**src/rtl/pulse_checker_pkg.sv**
```systemverilog
// Shared definitions for the BIST pulse-train checker: default train shape,
// error-vector bit positions, FSM state encoding and a saturating increment.
package pulse_checker_pkg;

  // Default train shape, matched to the controller's N_MAX/M_MAX settings
  localparam int unsigned DEF_HIGH_LEN  = 8;
  localparam int unsigned DEF_LOW_LEN   = 1;
  localparam int unsigned DEF_PULSE_CNT = 10;

  // Bit positions inside the sticky error vector
  localparam int unsigned ERR_WIDTH = 0;
  localparam int unsigned ERR_GAP   = 1;
  localparam int unsigned ERR_COUNT = 2;

  typedef enum logic [1:0] {
    IDLE = 2'd0,
    HIGH = 2'd1,
    LOW  = 2'd2,
    DONE = 2'd3
  } state_t;

  // 4-bit increment that sticks at 15 instead of wrapping
  function automatic logic [3:0] sat_inc4(input logic [3:0] value);
    return (value == 4'hF) ? value : value + 4'd1;
  endfunction

endpackage

```
**src/rtl/pulse_checker_sat_counter.sv**
```systemverilog
// 4-bit saturating counter with synchronous clear. clr together with en
// loads 1, so a phase counter can restart on the first sample of a phase.
module sat_counter_4b
  import pulse_checker_pkg::*;
(
  input  logic       clk,
  input  logic       reset,
  input  logic       clr,
  input  logic       en,
  output logic [3:0] count
);

  // Count register: reset, clear/load-1, or saturating increment
  always_ff @(posedge clk) begin
    if (reset) begin
      count <= '0;
    end else if (clr) begin
      count <= en ? 4'd1 : 4'd0;
    end else if (en) begin
      count <= sat_inc4(count);
    end
  end

endmodule

```
**config.mk**
```make
export PLATFORM = sky130hd
export DESIGN_NAME = sat_counter_4b
export DESIGN_NICKNAME = d
export VERILOG_FILES = /design/src/rtl/pulse_checker_pkg.sv /design/src/rtl/pulse_checker_sat_counter.sv
export SDC_FILE = /design/constraint.sdc
export NUM_CORES = 1
export LEC_CHECK = 0
export BUFFER_PORTS_ARGS = -buffer_cell sky130_fd_sc_hd__buf_2
export CAP_MARGIN = 5
export CORE_AREA = 10 10 47 49
export DETAILED_ROUTE_END_ITERATION = 10
export DIE_AREA = 0 0 57 59
export GPL_TIMING_DRIVEN = 0
export PLACE_DENSITY = 0.34
export SETUP_SLACK_MARGIN = 0.1
export SLEW_MARGIN = 10
export SYNTH_ARGS = -nofsm -noshare
export SYNTH_HDL_FRONTEND = slang
export SYNTH_SLANG_ARGS = --single-unit
export TNS_END_PERCENT = 50
```
**constraint.sdc**
```tcl
create_clock -name clk -period 3.6 [get_ports clk]
set_clock_uncertainty 0.1 [all_clocks]
set_input_delay 0.18 -clock clk [delete_from_list [all_inputs] [get_ports clk]]
set_output_delay 0.18 -clock clk [all_outputs]
set_load 0.02 [all_outputs]
```
==> impl_metrics.ini, run 1 <==
[layout]
largest_registers = count: 4 flops
regMostFlops = count
num-nets-final = 40
drive_gt1_frac = 0.364
syn2layout_area_growth_pct = 38.5
largest_register_ff_count = 4
post-route-util = 0.199
insertedDiodeCount = 0

[power]
power.leakage_nw = 0.110
post-layout-total-power_uw = 113
power.ir.vdd_worst_uv = 156
power_density_nw_per_um2 = 404

[drt]
avgRoutedWirePerCell_um = 12.4
wirelength_um = 610
num_vias = 235
drt_drc_violations_left = 0
via_to_cell_ratio = 4.80
drt_iter0_drc = 6
drt_pre_antenna_iters = 4
ant_nets = 0

[die]
core_region_area_um2 = 1400
floorplan.initialDensity = 0.144
floorplan.rows = 14
io_pins = 8
floorplan.die_area_um2 = 3360
die-width_um = 57
fp.dieH_um = 59

[setup_path]
crit-reg2reg-launch = count[0]$_SDFFE_PP0P_
worst-path-max-fanout = 6
ff2ff_path_depth = 4
critical_path_class = reg -> reg
cp.arrival_ps = 1460
critical_path_required_ps = 3650
setup.reg_to_reg.worst_slack_ps = 2190
worst_r2r_endpoint = count[1]$_SDFFE_PP0P_
timing.critical_path.to_type = flop
critical_path_startpoint_category = flop

[placed_design]
place_ws_ps = 2190
place_congestion = 0.716
portBuffers = 7

[clocking]
holdBufCountCts = 0
cts_max_path_buffers = 2
cts.root.buffer_cell = clkbuf_4
tritoncts.num_buffers = 3
clkSinkCount = 4
htree_levels = 1
clk_pin_slew_worst_paths_ps = 40
clock_latency_ps = 240
cts_tree = done
post_cts_resized = 0
cts_setup_buffers = 0

[grt]
grt_start_max_net_pins = 9
first_global_vias = 248
grt_pass1_wl_um = 1060
antenna_found_initial = 0
grt_use_total = 0.0418
grt_overflow_total = 0

[yosys]
synth.distinct_cells = 16
post_synthesis_cell_area_um2 = 201
seq_area_frac_synth = 0.398
post_synth_inst_count = 23
ys_warn_count = 0
postSynthNetCount = 28
synthesis.area_per_instance_um2 = 8.76
postSynthRegisterBits = 4

[min_path]
min_path_cells = 2
worst_hold_path.endpoint = count[0]$_SDFFE_PP0P_
holdCritPathClass = in -> reg
worst_hold_startpoint = reset

[outcome]
outcome = complete, no violations

[timing]
layout_worst_path_cycle_share = 0.390
timing.slew.headroom = 0.776
slew_violations = 0
timing.final.crit_period_ps = 1410
final.setup.tns_ps = 0
count_of_endpoints_failing_hold_in_the_final_timing_report = 0
grt_setup_unrepaired = false
tightest_slew_ps = 327
max_freq_ghz = 0.712
setup_viol = 0
final_critical_path_setup_slack_ps = 2190

[run]
max_cap_violations = 0
## synthesized netlist by cell type
master / n / area share
a21oi_1: 2 / 0.050
nand3_1: 2 / 0.050
and4_2: 1 / 0.050
a21bo_2: 1 / 0.050
nand4_1: 1 / 0.031
a2111oi_1: 1 / 0.050
nand2_1: 1 / 0.019
a31oi_1: 1 / 0.031
dfxtp_1: 4 / 0.40
a2111oi_0: 1 / 0.043
nor3_1: 1 / 0.025
o21ai_0: 2 / 0.050
inv_1: 1 / 0.019
nor2_1: 2 / 0.037
ha_1: 1 / 0.062
a211oi_1: 1 / 0.037
## metal layers
metal,track usage,routed length (um),up-vias
met5,0,0,-
met3,0.0129,34,2
met2,0.0605,268,8
li1,-,-,112
met4,0.0503,6,0
met1,0.0437,301,113
## layout make-up
class	count	area, um^2
tap	16	20.0
sequential	4	80.1
timing repair buffer	7	35.0
clock buffer	3	22.5
inverter	1	3.75
multi-input combinational	18	118
fill	165	1120
## cell usage in the layout (no fill, tap or decap)
cell type,count
a21oi_1,2
dfxtp_1,4
clkbuf_4,3
a21bo_2,1
o21ai_0,2
a2111oi_0,1
nor3_1,1
a31oi_1,1
nand2_1,1
nand4_1,1
a2111oi_1,1
a211oi_1,1
inv_1,1
buf_2,7
and4_2,1
nand3_1,2
nor2_1,2
ha_1,1
## critical path, cell delays in order (launching register included)
cell and delay (ps):
dfxtp_1 380, ha_1 290, nand3_1 130, a21bo_2 230
a211oi_1 200
## where the power goes
part | internal (mW) | leakage, nW | switching (mW)
Combinational | 0.00357 | 0.0634 | 0.00583
Clock | 0.0374 | 0.0138 | 0.0193
Sequential | 0.0456 | 0.0325 | 0.00114
## cells by family after synthesis
group / count (synthesis) / synth area share
AOI/OAI and AO/OA: 9 / 0.311
and+or+nand+nor: 8 / 0.211
adders and majority gates: 1 / 0.0621
DFF: 4 / 0.398
buffers and inverters: 1 / 0.0186
## how the worst max path moves through the flow
stage | start | to | cells after the start
floorplan | count[0]$_SDFFE_PP0P_ | count[1]$_SDFFE_PP0P_ | 4
finish | count[0]$_SDFFE_PP0P_ | count[1]$_SDFFE_PP0P_ | 4
global route | count[0]$_SDFFE_PP0P_ | count[1]$_SDFFE_PP0P_ | 4
global placement | count[0]$_SDFFE_PP0P_ | count[1]$_SDFFE_PP0P_ | 4
CTS | count[0]$_SDFFE_PP0P_ | count[1]$_SDFFE_PP0P_ | 4
detailed placement | count[0]$_SDFFE_PP0P_ | count[1]$_SDFFE_PP0P_ | 4
## per-stage QoR
step           hold WS (ps)  area [um^2]  cells
2_1_floorplan           149          201     23
5_1_grt                65.7          279     49
6_report               60.5          279     49
3_5_place_dp            308          256     46
3_3_place_gp            298          256     46
4_1_cts                55.7          279     49
No activity file was read; power rests on OpenSTA's default activity.
==> run 2: changes to the inputs <==
==> constraint.sdc (replaced) <==
create_clock -name clk -period 1.4 [get_ports clk]
set_clock_uncertainty 0.1 [all_clocks]
set_input_delay 0.07 -clock clk [delete_from_list [all_inputs] [get_ports clk]]
set_output_delay 0.07 -clock clk [all_outputs]
set_load 0.02 [all_outputs]
==> run 2 against run 1 <==
Compared with the run above: sequential power increased to 2.6 times the previous value; worst setup slack got worse by 2100 ps; critical path depth unchanged; utilization increased by 2.9 points; combinational power increased to 3.1 times the previous value; cell count increased by 4.1%; count of clock-buffer cells in the layout unchanged; hold slack got worse by 12 ps; highest routed layer unchanged; non-clock buffer count increased by 2; power increased to 2.7 times the previous value; sequential cell count unchanged; register-to-register slack got worse by 2100 ps.
==> impl_metrics.ini, run 2 (synthesis results as in run 1) <==
[clocking]
cts_tree = done
tritoncts.num_buffers = 3
clock_latency_ps = 240
clk_pin_slew_worst_paths_ps = 40
cts.root.buffer_cell = clkbuf_4
cts_max_path_buffers = 2
cts_setup_buffers = 0
clkSinkCount = 4
htree_levels = 1

[grt]
grt_start_max_net_pins = 9
antenna_found_initial = 0
grt_use_total = 0.0418
first_global_vias = 264
grt_overflow_total = 0
grt_pass1_wl_um = 1060

[drt]
drt_pre_antenna_iters = 1
avgRoutedWirePerCell_um = 11.9
ant_nets = 0
drt_drc_violations_left = 0
wirelength_um = 609
num_vias = 241
via_to_cell_ratio = 4.73
drt_iter0_drc = 0

[timing]
slew_violations = 0
hold-worst-slack_ps = 48.6
max_freq_ghz = 0.780
count_of_endpoints_failing_hold_in_the_final_timing_report = 0
layout_worst_path_cycle_share = 0.916
timing.final.crit_period_ps = 1280
final.setup.tns_ps = 0
tightest_slew_ps = 284
setup_viol = 0
timing.slew.headroom = 0.810
grt_setup_unrepaired = true

[min_path]
worst_hold_path.endpoint = count[1]$_SDFFE_PP0P_
holdCritPathClass = in -> reg
worst_hold_startpoint = en
min_path_cells = 3

[layout]
drive_gt1_frac = 0.457
regMostFlops = count
most-common-layout-cells = buf_2 (7), clkbuf_4 (3)
insertedDiodeCount = 0
largest_register_ff_count = 4
syn2layout_area_growth_pct = 59.0
num-nets-final = 42
layout.cells.most_common = buf_2
layout.cells.non_filler = 51
post-route-util = 0.229
largest_registers = count: 4 flops

[setup_path]
worst-path-max-fanout = 6
slowest_cell_on_the_critical_path = dfxtp_2
critical_path_required_ps = 1450
cpPeakStageDelay_ps = 380
cp.arrival_ps = 1330
crit-reg2reg-launch = count[0]$_SDFFE_PP0P_
setup.reg_to_reg.worst_slack_ps = 120
critical_path_class = reg -> reg
critPathBufInv = 0
crit_chain = ha_4 > nand3_1 > a21bo_2 > a211oi_1
timing.critical_path.to_type = flop
crit_family = compound AO/OA/AOI/OAI gates
worst_r2r_endpoint = count[1]$_SDFFE_PP0P_
ff2ff_path_depth = 4
critical_path_startpoint_category = flop

[run]
max_cap_violations = 0

[placed_design]
dpl.hpwl_um = 491
portBuffers = 7
place_congestion = 0.778
numPlacedInstances = 46

[power]
power_density_nw_per_um2 = 938
power.ir.vdd_worst_uv = 210
power.leakage_nw = 0.117

[die]
fp.dieH_um = 59
floorplan.die_area_um2 = 3360
io_pins = 8
core_region_area_um2 = 1400
floorplan.rows = 14
die-width_um = 57
floorplan.initialDensity = 0.144

[outcome]
outcome = complete, no violations
[run 2: changes by cell type in the layout (fill, tap and decap cells not counted), sizes merged]
cell / delta
dlygate4sd3: +2
[run 2: worst max path at each step]
stage,slack (ps),end,depth (start not counted),startpoint
3_5_place_dp,110,count[1]$_SDFFE_PP0P_,4,count[0]$_SDFFE_PP0P_
3_3_place_gp,120,count[1]$_SDFFE_PP0P_,4,count[0]$_SDFFE_PP0P_
5_1_grt,60,count[1]$_SDFFE_PP0P_,4,count[0]$_SDFFE_PP0P_
2_1_floorplan,110,count[1]$_SDFFE_PP0P_,4,count[0]$_SDFFE_PP0P_
4_1_cts,100,count[1]$_SDFFE_PP0P_,4,count[0]$_SDFFE_PP0P_
6_report,120,count[1]$_SDFFE_PP0P_,4,count[0]$_SDFFE_PP0P_
[run 2: where the power goes]
group / switching [mW] / total [mW] / leakage (nW) / internal (mW)
Combinational: 0.0154 / 0.0292 / 0.0702 / 0.0137
Sequential: 0.00435 / 0.122 / 0.0333 / 0.118
Clock: 0.0528 / 0.149 / 0.0138 / 0.0962
Total: 0.0726 / 0.300 / 0.117 / 0.228
[run 2: stage by stage]
stage	cell area [um^2]	power [mW]	setup slack [ps]
after floorplan	216	0.134	114
after global placement	272	0.148	125
after detailed placement	272	0.149	109
after CTS	314	0.308	104
after global routing	320	0.317	60.9
final	320	0.300	118
[run 2: per-layer routing]
metal | track usage | share of wire
met1 | 0.0296 | 0.36
met3 | 0.0343 | 0.11
met2 | 0.0636 | 0.46
met5 | 0 | 0
met4 | 0.0503 | 0.061
[run 2: worst reg2reg max path: stages, from the launching register on]
cell      delay (ps)
dfxtp_2          380
ha_4             180
nand3_1          100
a21bo_2          230
a211oi_1         210
[run 2: cell type report]
type,count,area (um^2)
Inverter,1,3.75
Fill cell,166,1080
Clock buffer,3,22.5
Sequential cell,4,82.6
Timing Repair Buffer,9,55.1
Tap cell,16,20.0
Multi-Input combinational cell,18,136
[run 2: repair_timing]
item	4_1_cts	5_1_grt
gates resized for setup	0	2
endpoints found under the setup margin	0	2
hold endpoints to repair	4	0
hold buffers	2	0
==> run 3: changes to the inputs <==
--- a/config.mk
+++ b/config.mk
@@ -12,6 +12,7 @@
 export DIE_AREA = 0 0 57 59
 export GPL_TIMING_DRIVEN = 0
 export PLACE_DENSITY = 0.34
+export RECOVER_POWER = 50
 export SETUP_SLACK_MARGIN = 0.1
 export SLEW_MARGIN = 10
 export SYNTH_ARGS = -nofsm -noshare
==> run 3 against run 2 <==
Compared with the run above: first-iteration DRC count unchanged; wire length grew 0.49%; global-route usage stayed put; sequential power is essentially flat; power is 0.10% lower; register-to-register slack about the same; non-clock buffer count unchanged; clock power hardly changed; worst setup slack got worse by 5.6 ps; largest cell class unchanged; highest routed layer unchanged.
==> impl_metrics.ini, run 3 (synthesis results as in run 1) <==
[outcome]
outcome = complete, no violations

[clocking]
clkSinkCount = 4
tritoncts.num_buffers = 3
clk_pin_slew_worst_paths_ps = 40
htree_levels = 1
cts_tree = done
cts.root.buffer_cell = clkbuf_4
cts_max_path_buffers = 2
clock_latency_ps = 240

[drt]
ant_nets = 0
drt_iter0_drc = 0
num_vias = 243
via_to_cell_ratio = 4.76
avgRoutedWirePerCell_um = 12.0
drt_pre_antenna_iters = 1
drt_drc_violations_left = 0
wirelength_um = 612

[setup_path]
cp.arrival_ps = 1340
cpPeakStageDelay_ps = 380
critical_path_required_ps = 1450
critical_path_startpoint_category = flop
crit_family = compound AO/OA/AOI/OAI gates
worst-path-max-fanout = 6
timing.critical_path.to_type = flop
critPathBufInv = 0
critical_path_class = reg -> reg
crit_chain = ha_4 > nand3_1 > a21bo_2 > a211oi_1
slowest_cell_on_the_critical_path = dfxtp_2
ff2ff_path_depth = 4
worst-path-stages = 4

[grt]
antenna_found_initial = 0
grt_pass1_wl_um = 1060
grt_use_total = 0.0418
grt_start_max_net_pins = 9
first_global_vias = 264
grt_overflow_total = 0

[placed_design]
portBuffers = 7
place_congestion = 0.778
dpl.hpwl_um = 491
place_ws_ps = 109

[layout]
regArea_um2 = 82.6
drive_gt1_frac = 0.343
area_occupied_by_multi_input_gates_um2 = 136
regMostFlops = count
syn2layout_area_growth_pct = 56.5
fillerInstances = 168
num-nets-final = 42
largest_register_ff_count = 4
insertedDiodeCount = 0
post-route-util = 0.225
most-common-layout-cells = clkbuf_1 (4), clkbuf_4 (3), buf_2 (3)
largest_registers = count: 4 flops
layout.cells.most_common = clkbuf_1

[die]
fp.dieH_um = 59
io_pins = 8
floorplan.die_area_um2 = 3360
core_region_area_um2 = 1400
die-width_um = 57
floorplan.rows = 14
floorplan.initialDensity = 0.144

[power]
power.leakage_nw = 0.101
power.ir.vdd_worst_uv = 211
power_density_nw_per_um2 = 952

[min_path]
min_path_cells = 3
holdCritPathClass = in -> reg

[run]
max_cap_violations = 0

[timing]
tightest_slew_ps = 284
grt_setup_unrepaired = true
setup_viol = 0
slew_violations = 0
timing.slew.headroom = 0.810
final.setup.tns_ps = 0
max_freq_ghz = 0.777
layout_worst_path_cycle_share = 0.920
final_critical_path_setup_slack_ps = 113
count_of_endpoints_failing_hold_in_the_final_timing_report = 0
timing.final.crit_period_ps = 1290
[run 3: cell types whose count changed in the layout (fill, tap and decap cells not counted)]
cell,change
buf_2,-4
clkbuf_1,+4
[run 3: where the power goes]
| part | total (mW) | internal [mW] | leakage [nW] | switching, mW |
|---|---|---|---|---|
| Sequential | 0.122 | 0.118 | 0.0333 | 0.00453 |
| Clock | 0.149 | 0.0962 | 0.0138 | 0.0530 |
| Combinational | 0.0285 | 0.0130 | 0.0534 | 0.0155 |
| Total | 0.300 | 0.227 | 0.101 | 0.0730 |
[run 3: final cells by class]
| class | count | area share |
|---|---|---|
| flip-flops and latches | 4 | 0.262 |
| well taps | 16 | 0.0635 |
| repair buffers | 9 | 0.159 |
| clock buffers | 3 | 0.0714 |
| multi-input cells | 18 | 0.433 |
| inverters | 1 | 0.0119 |
[run 3: timing repair]
action | CTS | global route
hold buffers | 2 | 0
buffers inserted | 0 | 0
gates resized for setup | 0 | 2
endpoints found under the setup margin | 0 | 2
endpoints found under the hold margin | 4 | 0
[run 3: path summary, 6_finish.rpt]
kind                      endpoint  slack, ps             startpoint
max          count[1]$_SDFFE_PP0P_        110  count[0]$_SDFFE_PP0P_
min          count[1]$_SDFFE_PP0P_         50                     en
max reg2reg  count[1]$_SDFFE_PP0P_        110  count[0]$_SDFFE_PP0P_
min reg2reg  count[0]$_SDFFE_PP0P_        430  count[0]$_SDFFE_PP0P_
[run 3: worst register-to-register path: stages (launching register included)]
cell and delay [ps]:
dfxtp_2 380, ha_4 180, nand3_1 100, a21bo_2 230
a211oi_1 210
[run 3: stage by stage]
stage / instance area (um^2) / hold slack (ps) / power [mW] / std cells
after floorplan: 216 / 31.7 / 0.134 / 23
final: 315 / 48.1 / 0.300 / 51
after global placement: 272 / 183 / 0.148 / 46
after detailed placement: 272 / 186 / 0.149 / 46
after CTS: 314 / 39.1 / 0.308 / 51
after global routing: 315 / 58.2 / 0.317 / 51
[run 3: routing by layer]
| metal | GRT usage | part of all wire | vias up |
|---|---|---|---|
| li1 | - | - | 117 |
| met1 | 0.0296 | 0.39 | 113 |
| met2 | 0.0636 | 0.46 | 8 |
| met3 | 0.0343 | 0.087 | 5 |
| met4 | 0.0503 | 0.062 | 0 |
| met5 | 0 | 0 | - |
